[src/rtl/seg_pkg.sv]
// Shared types and helpers for the seg_scan_mux display path.
// Provides the blank code, conversion FSM states and clog2.
package seg_pkg;

  localparam logic [3:0] BLANK_CODE = 4'hF;

  typedef enum logic {
    ST_IDLE = 1'b0,
    ST_CONV = 1'b1
  } state_t;

  // Ceiling log2, never below 1 so counters keep a real bit.
  function automatic int clog2(input int v);
    int r;
    r = 1;
    while ((1 << r) < v) r++;
    return r;
  endfunction

endpackage

[src/rtl/seg_scan_mux_bin2bcd_seq.sv]
// Sequential shift-add-3 binary to BCD converter, one bit per cycle.
// Ports: clk, rst, i_start, i_data -> o_busy, o_done, o_bcd.
module bin2bcd_seq
  import seg_pkg::*;
#(
  parameter int DATA_W   = 8,
  parameter int N_DIGITS = 4
) (
  input  logic                    clk,
  input  logic                    rst,
  input  logic                    i_start,
  input  logic [DATA_W-1:0]       i_data,
  output logic                    o_busy,
  output logic                    o_done,
  output logic [4*N_DIGITS-1:0]   o_bcd
);

  localparam int BCD_W = 4 * N_DIGITS;
  localparam int CNT_W = clog2(DATA_W);
  localparam logic [CNT_W-1:0] LAST = CNT_W'(DATA_W - 1);

  state_t r_state;
  state_t w_state_nxt;

  logic [DATA_W-1:0] r_bin;
  logic [DATA_W-1:0] w_bin_sh;
  logic [BCD_W-1:0]  r_bcd;
  logic [BCD_W-1:0]  w_adj;
  logic [BCD_W-1:0]  w_bcd_sh;
  logic [CNT_W-1:0]  r_cnt;

  always_comb begin
    w_adj = r_bcd;
    for (int i = 0; i < N_DIGITS; i++) begin
      if (r_bcd[4*i +: 4] >= 4'd5)
        w_adj[4*i +: 4] = r_bcd[4*i +: 4] + 4'd3;
    end
  end

  assign w_bcd_sh = {w_adj[BCD_W-2:0], r_bin[DATA_W-1]};
  assign w_bin_sh = {r_bin[DATA_W-2:0], 1'b0};

  // On the final shift cycle this is the finished BCD value.
  assign o_bcd = w_bcd_sh;

  always_ff @(posedge clk) begin
    if (rst) r_state <= ST_IDLE;
    else     r_state <= w_state_nxt;
  end

  always_comb begin
    w_state_nxt = r_state;
    o_busy      = 1'b0;
    o_done      = 1'b0;
    unique case (r_state)
      ST_IDLE: begin
        if (i_start) w_state_nxt = ST_CONV;
      end
      ST_CONV: begin
        o_busy = 1'b1;
        if (r_cnt == LAST) begin
          o_done      = 1'b1;
          w_state_nxt = ST_IDLE;
        end
      end
      default: w_state_nxt = ST_IDLE;
    endcase
  end

  always_ff @(posedge clk) begin
    if (rst) begin
      r_bin <= '0;
      r_bcd <= '0;
      r_cnt <= '0;
    end else if (r_state == ST_IDLE) begin
      if (i_start) begin
        r_bin <= i_data;
        r_bcd <= '0;
        r_cnt <= '0;
      end
    end else begin
      r_bin <= w_bin_sh;
      r_bcd <= w_bcd_sh;
      r_cnt <= r_cnt + CNT_W'(1);
    end
  end

endmodule

[src/rtl/seg_scan_mux.sv]
// Binary to multiplexed 7-seg digit scanner with double-buffered display.
// Ports: clk, rst, in_valid/in_ready/in_data, conv_done, num, an. Macro: LEAD_ZERO_BLANK_EN.
module seg_scan_mux
  import seg_pkg::*;
#(
  parameter int DATA_W      = 8,
  parameter int N_DIGITS    = 4,
  parameter int REFRESH_DIV = 50000
) (
  input  logic                clk,
  input  logic                rst,
  input  logic                in_valid,
  output logic                in_ready,
  input  logic [DATA_W-1:0]   in_data,
  output logic                conv_done,
  output logic [3:0]          num,
  output logic [N_DIGITS-1:0] an
);

  localparam int BCD_W = 4 * N_DIGITS;
  localparam int IDX_W = clog2(N_DIGITS);
  localparam int REF_W = clog2(REFRESH_DIV);
  localparam logic [N_DIGITS-1:0] AN_RST =
    {{(N_DIGITS-1){1'b1}}, 1'b0};

  logic                w_busy;
  logic                w_done;
  logic [BCD_W-1:0]    w_bcd;

  logic [BCD_W-1:0]    r_buf;
  logic [REF_W-1:0]    r_ref;
  logic [REF_W-1:0]    w_ref_nxt;
  logic                w_wrap;
  logic [IDX_W-1:0]    r_idx;
  logic [IDX_W-1:0]    w_idx_nxt;
  logic [N_DIGITS-1:0] r_an;
  logic [N_DIGITS-1:0] w_an_nxt;
  logic [3:0]          r_num;
  logic [3:0]          w_num_nxt;
  logic [3:0]          w_digit;

  bin2bcd_seq #(
    .DATA_W   (DATA_W),
    .N_DIGITS (N_DIGITS)
  ) u_conv (
    .clk     (clk),
    .rst     (rst),
    .i_start (in_valid & ~w_busy),
    .i_data  (in_data),
    .o_busy  (w_busy),
    .o_done  (w_done),
    .o_bcd   (w_bcd)
  );

  assign in_ready  = ~w_busy;
  assign conv_done = w_done;

  assign w_wrap    = (r_ref == REF_W'(REFRESH_DIV - 1));
  assign w_ref_nxt = w_wrap ? '0 : r_ref + REF_W'(1);

  always_comb begin
    w_idx_nxt = r_idx;
    if (w_wrap) begin
      if (r_idx == IDX_W'(N_DIGITS - 1)) w_idx_nxt = '0;
      else                               w_idx_nxt = r_idx + IDX_W'(1);
    end
  end

  assign w_an_nxt = ~(N_DIGITS'(1) << w_idx_nxt);
  assign w_digit  = r_buf[4*w_idx_nxt +: 4];

`ifdef LEAD_ZERO_BLANK_EN
  logic [N_DIGITS-1:0] r_mask;
  logic [N_DIGITS-1:0] w_mask_new;

  // A digit blanks only if it and every higher digit are zero.
  always_comb begin
    logic w_seen;
    w_seen     = 1'b0;
    w_mask_new = '0;
    for (int i = N_DIGITS - 1; i > 0; i--) begin
      w_seen        = w_seen | (w_bcd[4*i +: 4] != 4'd0);
      w_mask_new[i] = ~w_seen;
    end
  end

  always_ff @(posedge clk) begin
    if (rst)         r_mask <= AN_RST;
    else if (w_done) r_mask <= w_mask_new;
  end

  assign w_num_nxt = r_mask[w_idx_nxt] ? BLANK_CODE : w_digit;
`else
  assign w_num_nxt = w_digit;
`endif

  always_ff @(posedge clk) begin
    if (rst) begin
      r_buf <= '0;
      r_ref <= '0;
      r_idx <= '0;
      r_an  <= AN_RST;
      r_num <= 4'd0;
    end else begin
      if (w_done) r_buf <= w_bcd;
      r_ref <= w_ref_nxt;
      r_idx <= w_idx_nxt;
      r_an  <= w_an_nxt;
      r_num <= w_num_nxt;
    end
  end

  assign an  = r_an;
  assign num = r_num;

endmodule

[config.mk]
export PLATFORM = sky130hd
export DESIGN_NAME = seg_scan_mux
export DESIGN_NICKNAME = d
export VERILOG_FILES = /design/src/rtl/seg_pkg.sv /design/src/rtl/seg_scan_mux_bin2bcd_seq.sv /design/src/rtl/seg_scan_mux.sv
export SDC_FILE = /design/constraint.sdc
export NUM_CORES = 1
export LEC_CHECK = 0
export BUFFER_PORTS_ARGS = -buffer_cell sky130_fd_sc_hd__buf_2
export CORE_MARGIN = 3
export CORE_UTILIZATION = 30
export CTS_CLUSTER_SIZE = 40
export DETAILED_ROUTE_END_ITERATION = 12
export HOLD_SLACK_MARGIN = 0.08
export PLACE_DENSITY = 0.55
export SYNTH_ARGS = -nofsm -noshare
export SYNTH_HDL_FRONTEND = slang
export SYNTH_SLANG_ARGS = --single-unit
[constraint.sdc]
create_clock -name clk -period 4.5 [get_ports clk]
set_input_delay 0.9 -clock clk [delete_from_list [all_inputs] [get_ports clk]]
set_output_delay 0.9 -clock clk [all_outputs]
set_load 0.005 [all_outputs]
==> metrics.md <==
| Metric | Value |
|---|---|
| Clk Latency, worst-skew pair | 0.35 ns |
| Mux share of post-synthesis cell area | 0.0774 |
| Layout cells sized above 1 | 0.105 |
| Cell Area, Synth | approximately 0.0031 sq mm |
| Internal | 0.962 mW |
| Outcome | complete, no violations |
| Total power draw | 1.25 mW |
| Core Area | ~0.01 sq mm |
| Final GP Congestion | 0.774 |
| Area leader, netlist | dfxtp_1 |
| DR DRC count | 0 |
| CTS clk-pin slew, worst paths | about 0.090 ns |
| Netlist cell types | 34 |
| Crit start category | register |
| Slew margin rel. | 0.377 |
| Top cells by area, synth | dfxtp_1, a21oi_1, nor2_1, mux2i_1, ha_1 |
| Number of synthesized flops with an enable pin | 0 |
| Largest net degree at the start of global routing | between 50 and 60 |
| Syn_nets | about 400 |
| Power Density | between 300 and 400 mW/mm^2 |
| Fill cells | ~1100 |
| Placed instance area | 0.00333 sq mm |
| Min Tclk post-route | ~2.9 ns |
| GR Overflow Total | 0 |
| CTS tree | done |
| Routed Antenna Nets | 0 |
| CP Class | reg -> out |
| Number of antenna violations at the first check in global routing | 0 |
| Final core utilization | 0.357 |
| Die Wd | approximately 110 um |
| Finish-stage setup viols | 0 |
| Worst Skew | about 0.017 ns |
| Die area | approximately 0.012 sq mm |
| Crit Path Max Fanout | 21 |
| Chip Height | approximately 110 um |
| Avg Cell Area, Syn | approximately 8.4 sq um |
| Pre-antenna DRT Iters | 4 |
| GR Util All Layers | 0.117 |
| Buffers on Ports | 20 |
| DR WL/cell | about 12 um |
| Worst hold path class | reg -> reg |
| Hold_buf cts | 0 |
| Clk buf depth | 2 |
| I/O pin cnt | 21 |
| Leak Pwr | ~1.4 nW |
| Worst EP required | roughly 3.6 ns |
| Final Max Slew Viols | 0 |
| Gate Count Post-Synth | 373 |
| Vias | 2429 |
| Worst slew pin tran | 0.934 ns |
| Endpoint class of the critical path | output pin |
| Post-CTS resize count | 0 |
| 1st-iter DRT viols | approximately 150 |
| Root Buffer | clkbuf_8 |
| Final period util | 0.641 |
| WL final | a little over 6 mm |
| Seq pwr share | 0.505 |
| Global-route wire length before repair | 10.9 mm |
| Commonest non-fill, non-tap cell in the layout | dfxtp_1 |
| Most frequent cells in the layout | dfxtp_1, nor2_1, a21oi_1 |
| Switching pwr | approximately 0.29 mW |
| Post-route cell area | around 0.0036 sq mm |
| Share of synthesized registers carrying an async set or reset | 0 |
| Most common flop cell mapped by yosys | dfxtp_1 |
| Synth Warn # | 0 |
| Max H-tree Level | 3 |
| Vias/cell | around 4.6 |
| Post-Synth XOR/XNOR Area | 0.0447 |
| Initial core utilization | 0.315 |
| Buffer count from post-CTS setup fixing | 0 |
| Number of nets in the layout | 409 |
| Synth Area in Compound Gates | 0.114 |
| Final hold viol count | 0 |
| Number of max-cap violations | 0 |
| Largest family of logic cells by synthesized area | simple AND/OR/NAND/NOR gates |
| Placement Rows | 36 |
| Dpl hpwl | about 4.2 mm |
| Number of global-route vias before repair | around 2300 |
| Total CTS buffers | 9 |
| Diodes inserted | 0 |
| Clock group share of total power | 0.450 |
| Peak VDD IR | about 0.00016 V |
| Synth Area in Simple Gates | 0.228 |
| CTS Sinks | 70 |
| Logic pwr share | 0.044 |
| Sw Ratio | 0.233 |
| Setup TNS | 0 ns |
| Adder-cell share of the synthesized area | 0.0478 |
| RSZ-0062 raised after global routing | no |
| P&R area growth vs syn | 13.2% |
| F_max | about 350 MHz |
| Worst Path Arrival | just under 2 ns |
| Share of the synthesized area in the top cell type | 0.447 |
| #FFs+latches synth | 70 |
| Sequential area share after synthesis | 0.447 |
==> logic make-up after synthesis <==
group                      after synthesis
muxes                                   23
and+or+nand+nor                        153
AOI/OAI and AO/OA                       66
xor gates and xnor gates                16
DFF                                     70
adders and majority gates               12
buffers and inverters                   33
==> Yosys cell counts (2+ instances only) <==
| cell | number |
|---|---|
| dfxtp_1 | 70 |
| nor2_1 | 59 |
| a21oi_1 | 45 |
| nand2_1 | 39 |
| mux2i_1 | 22 |
| nor3_1 | 16 |
| clkbuf_1 | 15 |
| ha_1 | 12 |
| inv_1 | 12 |
| o21ai_0 | 11 |
| xnor2_1 | 11 |
| nand3_1 | 10 |
| nand2b_1 | 7 |
| nor3b_1 | 7 |
| xor2_1 | 5 |
| and3_1 | 4 |
| o22ai_1 | 4 |
| a311oi_1 | 3 |
| a211oi_1 | 2 |
| buf_1 | 2 |
| clkinv_1 | 2 |
| nand4_1 | 2 |
| or3_1 | 2 |
==> path summary, 6_finish.rpt <==
kind / startpoint / endpoint / slack [ns] / depth (start not counted)
hold / removal: r_buf[9]$_SDFFE_PP0P_ / r_buf[9]$_SDFFE_PP0P_ / 0.46 / 2
hold reg to reg: r_buf[9]$_SDFFE_PP0P_ / r_buf[9]$_SDFFE_PP0P_ / 0.46 / 2
setup / recovery: u_conv.r_cnt[0]$_SDFFE_PP0P_ / conv_done / 1.61 / 5
setup reg to reg: r_ref[0]$_SDFF_PP0_ / num[3]$_SDFF_PP0_ / 2.38 / 6
==> final cells by class <==
class                           instances  area [sq um]  area share
Inverter                               14          52.6      0.0148
Sequential cell                        70          1400       0.394
Multi-Input combinational cell        270          1600       0.451
Clock buffer                           10           128      0.0359
Tap cell                              133           166      0.0468
Timing Repair Buffer                   21           108      0.0303
Clock inverter                          6          93.8      0.0264
==> sequential cells by signal (all words and copies together), names as in the netlist <==
signal,flops
an,4
u_conv.r_bin,8
r_buf,16
r_idx,2
u_conv.r_state,1
u_conv.r_bcd,16
num,4
u_conv.r_cnt,3
r_ref,16
==> critical path, cell delays in order (launching register included) <==
cell,delay [ns]
dfxtp_1,0.33
ha_1,0.20
ha_1,0.19
nand2_1,0.33
inv_1,0.36
buf_2,0.23
==> power groups by stage <==
stage / Clock (mW) / Sequential, mW / Combinational (mW)
5_1_grt: 0.612 / 0.635 / 0.0634
3_3_place_gp: 0 / 0.648 / 0.0550
6_report: 0.565 / 0.634 / 0.0556
2_1_floorplan: 0 / 0.647 / 0.0423
4_1_cts: 0.586 / 0.634 / 0.0561
3_5_place_dp: 0 / 0.649 / 0.0559
==> metrics by stage <==
step / hold WS (ns) / cells / setup WS (ns)
3_3_place_gp: 0.436 / 508 / 1.99
5_1_grt: 0.482 / 524 / 1.38
4_1_cts: 0.458 / 524 / 1.59
2_1_floorplan: 0.426 / 373 / 2.46
6_report: 0.457 / 524 / 1.61
3_5_place_dp: 0.446 / 508 / 1.97
==> routing by layer <==
| metal | up-vias | wire (um) | global-route usage |
|---|---|---|---|
| met5 | - | 0 | 0 |
| met4 | 0 | 29 | 0.0433 |
| met3 | 2 | 204 | 0.0328 |
| met2 | 34 | 2770 | 0.182 |
| li1 | 1294 | - | - |
| met1 | 1099 | 3230 | 0.156 |
Power figures use the tool's default switching activity.
